--- src/rtl/alu_compare_unit_if.sv ---
// Request/response bundle for alu_compare_unit. The master issues requests and
// consumes results; the slave is the compare unit.
interface alu_compare_unit_if #(
    parameter int WIDTH = 32
);
    // A transfer happens on a rising edge where valid && ready. A producer
    // holds valid high until that edge. A consumer may raise ready at any time.
    logic             in_valid;
    logic             in_ready;
    logic [2:0]       op;
    logic [WIDTH-1:0] a;
    logic [WIDTH-1:0] b;
    logic             out_valid;
    logic             out_ready;
    logic [WIDTH-1:0] y;

    modport master (
        output in_valid, op, a, b, out_ready,
        input  in_ready, out_valid, y
    );

    modport slave (
        input  in_valid, op, a, b, out_ready,
        output in_ready, out_valid, y
    );
endinterface

--- src/rtl/alu_compare_unit.sv ---
// Multi-cycle MSB-first chunked comparator for SLT(U)/EQ/NE/MIN(U)/MAX(U).
// It stops at the first differing chunk. IDLE -> CMP -> DONE.
module alu_compare_unit #(
    parameter int WIDTH = 32,
    parameter int CHUNK = 8
) (
    input  logic                clk,
    input  logic                rst_n,
    alu_compare_unit_if.slave   bus,
    output logic [1:0]          dbg_state
);
    localparam int NCHUNK = (CHUNK > 0) ? WIDTH / CHUNK : 1;
    localparam int IW     = (NCHUNK > 1) ? $clog2(NCHUNK) : 1;

    if (CHUNK < 1 || (WIDTH % CHUNK) != 0) begin : g_bad_chunk
        $error("alu_compare_unit: WIDTH must be a positive multiple of CHUNK");
    end

    typedef enum logic [1:0] {
        IDLE = 2'd0,
        CMP  = 2'd1,
        DONE = 2'd2
    } state_t;

    state_t           state;
    logic [2:0]       op_q;
    logic [WIDTH-1:0] a_q;
    logic [WIDTH-1:0] b_q;
    logic [WIDTH-1:0] ca_q;
    logic [WIDTH-1:0] cb_q;
    logic [IW-1:0]    idx_q;
    logic [WIDTH-1:0] y_q;

    logic [CHUNK-1:0] ca_chunk;
    logic [CHUNK-1:0] cb_chunk;
    logic             last_chunk;
    logic [WIDTH-1:0] sign_flip;

    // Signed compares become unsigned ones when both MSBs are flipped.
    // Only the compare copies are flipped, so min/max still return the originals.
    function automatic logic is_signed_op(input logic [2:0] o);
        return o[0] & (o[2] | ~o[1]);
    endfunction

    function automatic logic [WIDTH-1:0] result(
        input logic [2:0]       o,
        input logic             lt,
        input logic             eq,
        input logic [WIDTH-1:0] av,
        input logic [WIDTH-1:0] bv
    );
        logic [WIDTH-1:0] r;
        r = '0;
        case (o)
            3'b000, 3'b001: r[0] = lt;
            3'b010:         r[0] = eq;
            3'b011:         r[0] = ~eq;
            3'b100, 3'b101: r = lt ? av : bv;
            default:        r = lt ? bv : av;
        endcase
        return r;
    endfunction

    assign sign_flip = {is_signed_op(bus.op), {(WIDTH-1){1'b0}}};

    always_comb begin
        ca_chunk = '0;
        cb_chunk = '0;
        for (int k = 0; k < NCHUNK; k++) begin
            if (idx_q == IW'(k)) begin
                ca_chunk = ca_q[(NCHUNK-1-k)*CHUNK +: CHUNK];
                cb_chunk = cb_q[(NCHUNK-1-k)*CHUNK +: CHUNK];
            end
        end
    end

    assign last_chunk = (idx_q == IW'(NCHUNK-1));

    always_ff @(posedge clk or negedge rst_n) begin
        if (!rst_n) begin
            state <= IDLE;
            op_q  <= '0;
            a_q   <= '0;
            b_q   <= '0;
            ca_q  <= '0;
            cb_q  <= '0;
            idx_q <= '0;
            y_q   <= '0;
        end else begin
            case (state)
                IDLE: begin
                    if (bus.in_valid) begin
                        op_q  <= bus.op;
                        a_q   <= bus.a;
                        b_q   <= bus.b;
                        ca_q  <= bus.a ^ sign_flip;
                        cb_q  <= bus.b ^ sign_flip;
                        idx_q <= '0;
                        state <= CMP;
                    end
                end
                CMP: begin
                    if (ca_chunk != cb_chunk) begin
                        y_q   <= result(op_q, ca_chunk < cb_chunk, 1'b0, a_q, b_q);
                        state <= DONE;
                    end else if (last_chunk) begin
                        y_q   <= result(op_q, 1'b0, 1'b1, a_q, b_q);
                        state <= DONE;
                    end else begin
                        idx_q <= idx_q + IW'(1);
                    end
                end
                DONE: begin
                    // Returning to IDLE takes one cycle. A new request is not taken here.
                    if (bus.out_ready) state <= IDLE;
                end
                default: state <= IDLE;
            endcase
        end
    end

    assign bus.in_ready  = (state == IDLE);
    assign bus.out_valid = (state == DONE);
    assign bus.y         = y_q;
    assign dbg_state     = state;
endmodule

--- src/flat_wrapper.sv ---
// flat-port wrapper written by rule: the top's interface ports become plain ports
module alu_compare_unit_flat 
#(
    parameter int WIDTH = 32,
    parameter int CHUNK = 8
)
  (clk, rst_n, dbg_state, bus_in_valid, bus_op, bus_a, bus_b, bus_out_ready, bus_in_ready, bus_out_valid, bus_y);
  alu_compare_unit_if #(.WIDTH(WIDTH)) bus_i ();
  input  logic clk;
  input  logic rst_n;
  output logic [1:0] dbg_state;
  input wire logic [$bits(bus_i.in_valid)-1:0] bus_in_valid;
  input wire logic [$bits(bus_i.op)-1:0] bus_op;
  input wire logic [$bits(bus_i.a)-1:0] bus_a;
  input wire logic [$bits(bus_i.b)-1:0] bus_b;
  input wire logic [$bits(bus_i.out_ready)-1:0] bus_out_ready;
  output wire logic [$bits(bus_i.in_ready)-1:0] bus_in_ready;
  output wire logic [$bits(bus_i.out_valid)-1:0] bus_out_valid;
  output wire logic [$bits(bus_i.y)-1:0] bus_y;
  assign bus_i.in_valid = bus_in_valid;
  assign bus_i.op = bus_op;
  assign bus_i.a = bus_a;
  assign bus_i.b = bus_b;
  assign bus_i.out_ready = bus_out_ready;
  assign bus_in_ready = bus_i.in_ready;
  assign bus_out_valid = bus_i.out_valid;
  assign bus_y = bus_i.y;
  alu_compare_unit #(.WIDTH(WIDTH), .CHUNK(CHUNK)) u_core (.clk(clk), .rst_n(rst_n), .bus(bus_i), .dbg_state(dbg_state));
endmodule
--- config.mk ---
export PLATFORM = sky130hd
export DESIGN_NAME = alu_compare_unit_flat
export DESIGN_NICKNAME = d
export VERILOG_FILES = /design/src/rtl/alu_compare_unit_if.sv /design/src/rtl/alu_compare_unit.sv /design/src/flat_wrapper.sv
export SDC_FILE = /design/constraint.sdc
export NUM_CORES = 1
export LEC_CHECK = 0
export BUFFER_PORTS_ARGS = -buffer_cell sky130_fd_sc_hd__buf_2
export CAP_MARGIN = 20
export CELL_PAD_IN_SITES_DETAIL_PLACEMENT = 1
export CELL_PAD_IN_SITES_GLOBAL_PLACEMENT = 2
export CORE_UTILIZATION = 38
export DETAILED_ROUTE_END_ITERATION = 12
export PLACE_DENSITY_LB_ADDON = 0.1
export SLEW_MARGIN = 20
export SYNTH_ARGS = -nofsm -noshare
export SYNTH_HDL_FRONTEND = slang
export SYNTH_SLANG_ARGS = --single-unit
--- constraint.sdc ---
create_clock -name clk -period 9.1 [get_ports clk]
set_clock_uncertainty 0.1 [all_clocks]
set_input_delay 2.275 -clock clk [delete_from_list [all_inputs] [get_ports clk]]
set_output_delay 2.275 -clock clk [all_outputs]
set_load 0.005 [all_outputs]
==> summary.md <==
| Metric | Value |
|---|---|
| Status | `complete, no violations` |
| Filler instances | `1,713` |
| Global route total overflow | `0` |
| Asr flop ratio synth | `1.00` |
| Die area | `16,100 µm²` |
| Drt first-iter violations | `around 220` |
| Crit share post-route | `0.492` |
| First-pass GRT wire length | `27.7 mm` |
| Slowest stage delay, CP | `790 ps` |
| Die Ht | `between 100 and 150 µm` |
| Hold Path Cell Cnt | `2` |
| Post-CTS Hold Buffers | `0` |
| Syn_nets | `approximately 670` |
| Largest area contributor in the netlist | `dfrtp_1` |
| Min-delay src | `u_core.bus.y[10]$_DFFE_PN0P_` |
| Largest net degree at the start of global routing | `73` |
| Antenna viol nets, final | `0` |
| Post-layout min period | `4480 ps` |
| CTS sink cnt | `approximately 110` |
| Leak | `~3.1 nW` |
| Top post-synthesis cells by area | `dfrtp_1 (44%), mux2_1 (13%), mux2i_1 (6.6%), o211ai_2 (6.1%), a21oi_1 (5.0%)` |
| Tot GR Track Use | `0.225` |
| Reg-to-reg critical path startpoint | `u_core.idx_q[1]$_DFFE_PN0P_` |
| Post-route cell area | `6800 µm²` |
| I/O Pins | `roughly 110` |
| CTS tree | `yes` |
| Via count | `between 4,000 and 5,000` |
| Post-DP HPWL | `around 12 mm` |
| Worst Setup SP | `u_core.idx_q[1]$_DFFE_PN0P_` |
| RR Endpoint | `u_core.bus.y[0]$_DFFE_PN0P_` |
| Post-synth top area share | `0.443` |
| Cts repair resizes | `0` |
| P per Cell Area | `383 nW/µm²` |
| Die width | `127 µm` |
| Post-Synthesis Cells | `approximately 600` |
| Worst setup SP type | `register` |
| Worst VDD drop | `0.234 mV` |
| CORE AREA | `about 15,000 µm²` |
| Area growth syn-to-layout | `14.7%` |
| #FFs+latches synth | `105` |
| GPL Wtd Cong | `around 0.84` |
| Maximum clock path buffer count | `2` |
| Port Buf Inserts | `about 110` |
| Design Power | `2.60 mW` |
| # setup viols final | `0` |
| Crit path cell chain | `inv_1, ha_1, nor2b_1, a22oi_1, nor2_1, a21oi_1, nor2_1, a21oi_1, ha_1, nand4_1, nor3_2, nand2b_2, buf_4, a2111oi_0, a41oi_1` |
| Inserted Diodes | `0` |
| Worst setup EP type | `register` |
| Unrepaired setup endpoints after global routing | `no` |
| Area after DPL | `around 6500 µm²` |
| Total Neg Setup Slack | `0 ps` |
| Max-cap viol count | `0` |
| Clk slew on worst S/H paths | `roughly 70 ps` |
| First-pass DRT Iterations | `4` |
| Worst Path Max Fanout | `39` |
| Hold Path End | `u_core.bus.y[10]$_DFFE_PN0P_` |
| Worst min-delay path class | `register to register` |
| Layout cells sized above 1 | `0.247` |
| Total CTS buffers | `9` |
| Slew Limit Headroom | `0.262` |
| Total wire length | `about 17 mm` |
| Wirelength per Cell | `~20 µm` |
| Final hold vios | `0` |
| Cell Rows | `45` |
| R2R cell count | `15` |
| Layout Nets | `about 750` |
| Clk Latency, worst-skew pair | `350 ps` |
| H-tree depth | `3` |
| CP arrival | `4580 ps` |
| Number of synthesized flops with an enable pin | `0` |
| Setup WS post-layout | `4620 ps` |
| Vias in the first global route | `about 4,900` |
| Pre-CTS setup slack | `about 4600 ps` |
| Yosys warnings | `0` |
| Worst EP required | `between 9000 and 10,000 ps` |
| Mapped Avg Cell Area | `a little over 10 µm²` |
| Synth Flop Type | `dfrtp_1` |
| Worst R2R Setup Slack | `approximately 4600 ps` |
| WS Path Type | `register to register` |
| Root buffer cell | `clkbuf_16` |
| Least-Margin Pin Slew | `~1100 ps` |
| Drt drc | `0` |
| Final Hold Slack | `between 400 and 500 ps` |
| Routed vias/inst | `about 5.6` |
| Post-synthesis sequential area ratio | `0.443` |
| # Post-CTS Setup Buffers | `0` |
| Initial antenna violation count | `0` |
| Synth unique cells | `40` |
| CP max stage cell | `ha_1` |
| Starting density of the core | `0.390` |
| Mapped Area | `between 5000 and 6000 µm²` |
| Final number of max-transition violations | `0` |
| Max frequency | `~220 MHz` |
## synth_stat cells, types with 2 or more instances
master	n
buf_4	3
ha_1	12
a21o_1	2
mux2i_1	39
o21ai_0	18
buf_1	3
clkbuf_1	22
o211ai_1	4
buf_2	12
nor2_1	34
dfrtp_1	105
mux2_1	67
a22oi_1	2
nand3_1	36
nand2b_1	2
nor3b_1	2
xor2_1	2
nor2b_1	5
o211ai_2	29
nand2_1	66
nor3_1	31
buf_6	6
inv_1	5
o21ai_1	2
nand4_1	2
a21oi_1	59
## registers in the layout, indices dropped and copies added (netlist names)
register          cells
u_core.a_q            1
u_core.b_q            1
u_core.bus.y         32
u_core.ca_q          32
u_core.cb_q          32
u_core.dbg_state      2
u_core.idx_q          2
u_core.op_q           3
## cell usage in the layout, fill, tap and decap left out, drive strengths merged, types with 5 or more instances in the layout
cell	instances
nand2	66
a21oi	60
mux2i	39
clkbuf	14
o21ai	20
nor2b	5
inv	5
ha	12
nor2	35
o211ai	33
nor3	32
nand3	36
buf	114
mux2	68
dfrtp	105
## metrics by stage
step,utilization,cells
6_report,0.448,856
4_1_cts,0.447,856
5_1_grt,0.448,856
2_1_floorplan,-,584
3_3_place_gp,0.429,840
3_5_place_dp,0.429,840
## worst max-delay path by stage
stage / end / slack (ps) / cells past startpoint
2_1_floorplan: u_core.a_q[31]$_DFFE_PN0P_ / 5710 / 4
3_3_place_gp: u_core.bus.y[0]$_DFFE_PN0P_ / 4780 / 14
3_5_place_dp: u_core.bus.y[18]$_DFFE_PN0P_ / 4630 / 15
4_1_cts: u_core.bus.y[0]$_DFFE_PN0P_ / 4590 / 15
5_1_grt: u_core.bus.y[11]$_DFFE_PN0P_ / 4040 / 15
6_report: u_core.bus.y[0]$_DFFE_PN0P_ / 4620 / 15
## metal layers
layer | vias up | global-route usage | part of all wire
li1 | 2248 | - | -
met1 | 2389 | 0.312 | 0.48
met2 | 96 | 0.360 | 0.47
met3 | 21 | 0.0363 | 0.035
met4 | 0 | 0.0714 | 0.019
met5 | - | 0 | 0
## kinds of logic after synthesis
family                   Yosys count  synth area share
AND/OR/NAND/NOR                  182             0.137
AO/OA/AOI/OAI                    124             0.151
multiplexers                     107             0.195
flip-flops                       105             0.443
buffers and inverters             51            0.0443
adder cells (fa/ha/maj)           12            0.0253
XOR/XNOR                           3           0.00443
## critical path, delay by kind of cell (launching register included)
kind                     cells  cell delay, ps
flip-flops                   1             410
AO/OA/AOI/OAI                5            1190
buffers and inverters        2             520
AND/OR/NAND/NOR              6            1040
adder cells (fa/ha/maj)      2            1040
## layout make-up
type / instances / area, µm² / area share
multi-input cells: 428 / 3050 / 0.449
repair buffers: 114 / 593 / 0.0872
flip-flops and latches: 105 / 2630 / 0.386
clock buffers: 14 / 264 / 0.0388
well taps: 188 / 235 / 0.0346
clock inverters: 2 / 12.5 / 0.00184
inverters: 5 / 18.8 / 0.00276
## power breakdown
part,switching (mW),total (mW),internal (mW),leakage (nW)
clock network,0.169,0.370,0.201,0.133
logic,0.787,1.30,0.508,1.64
registers,0.259,0.938,0.680,1.28
No activity file was read; power rests on OpenSTA's default activity.
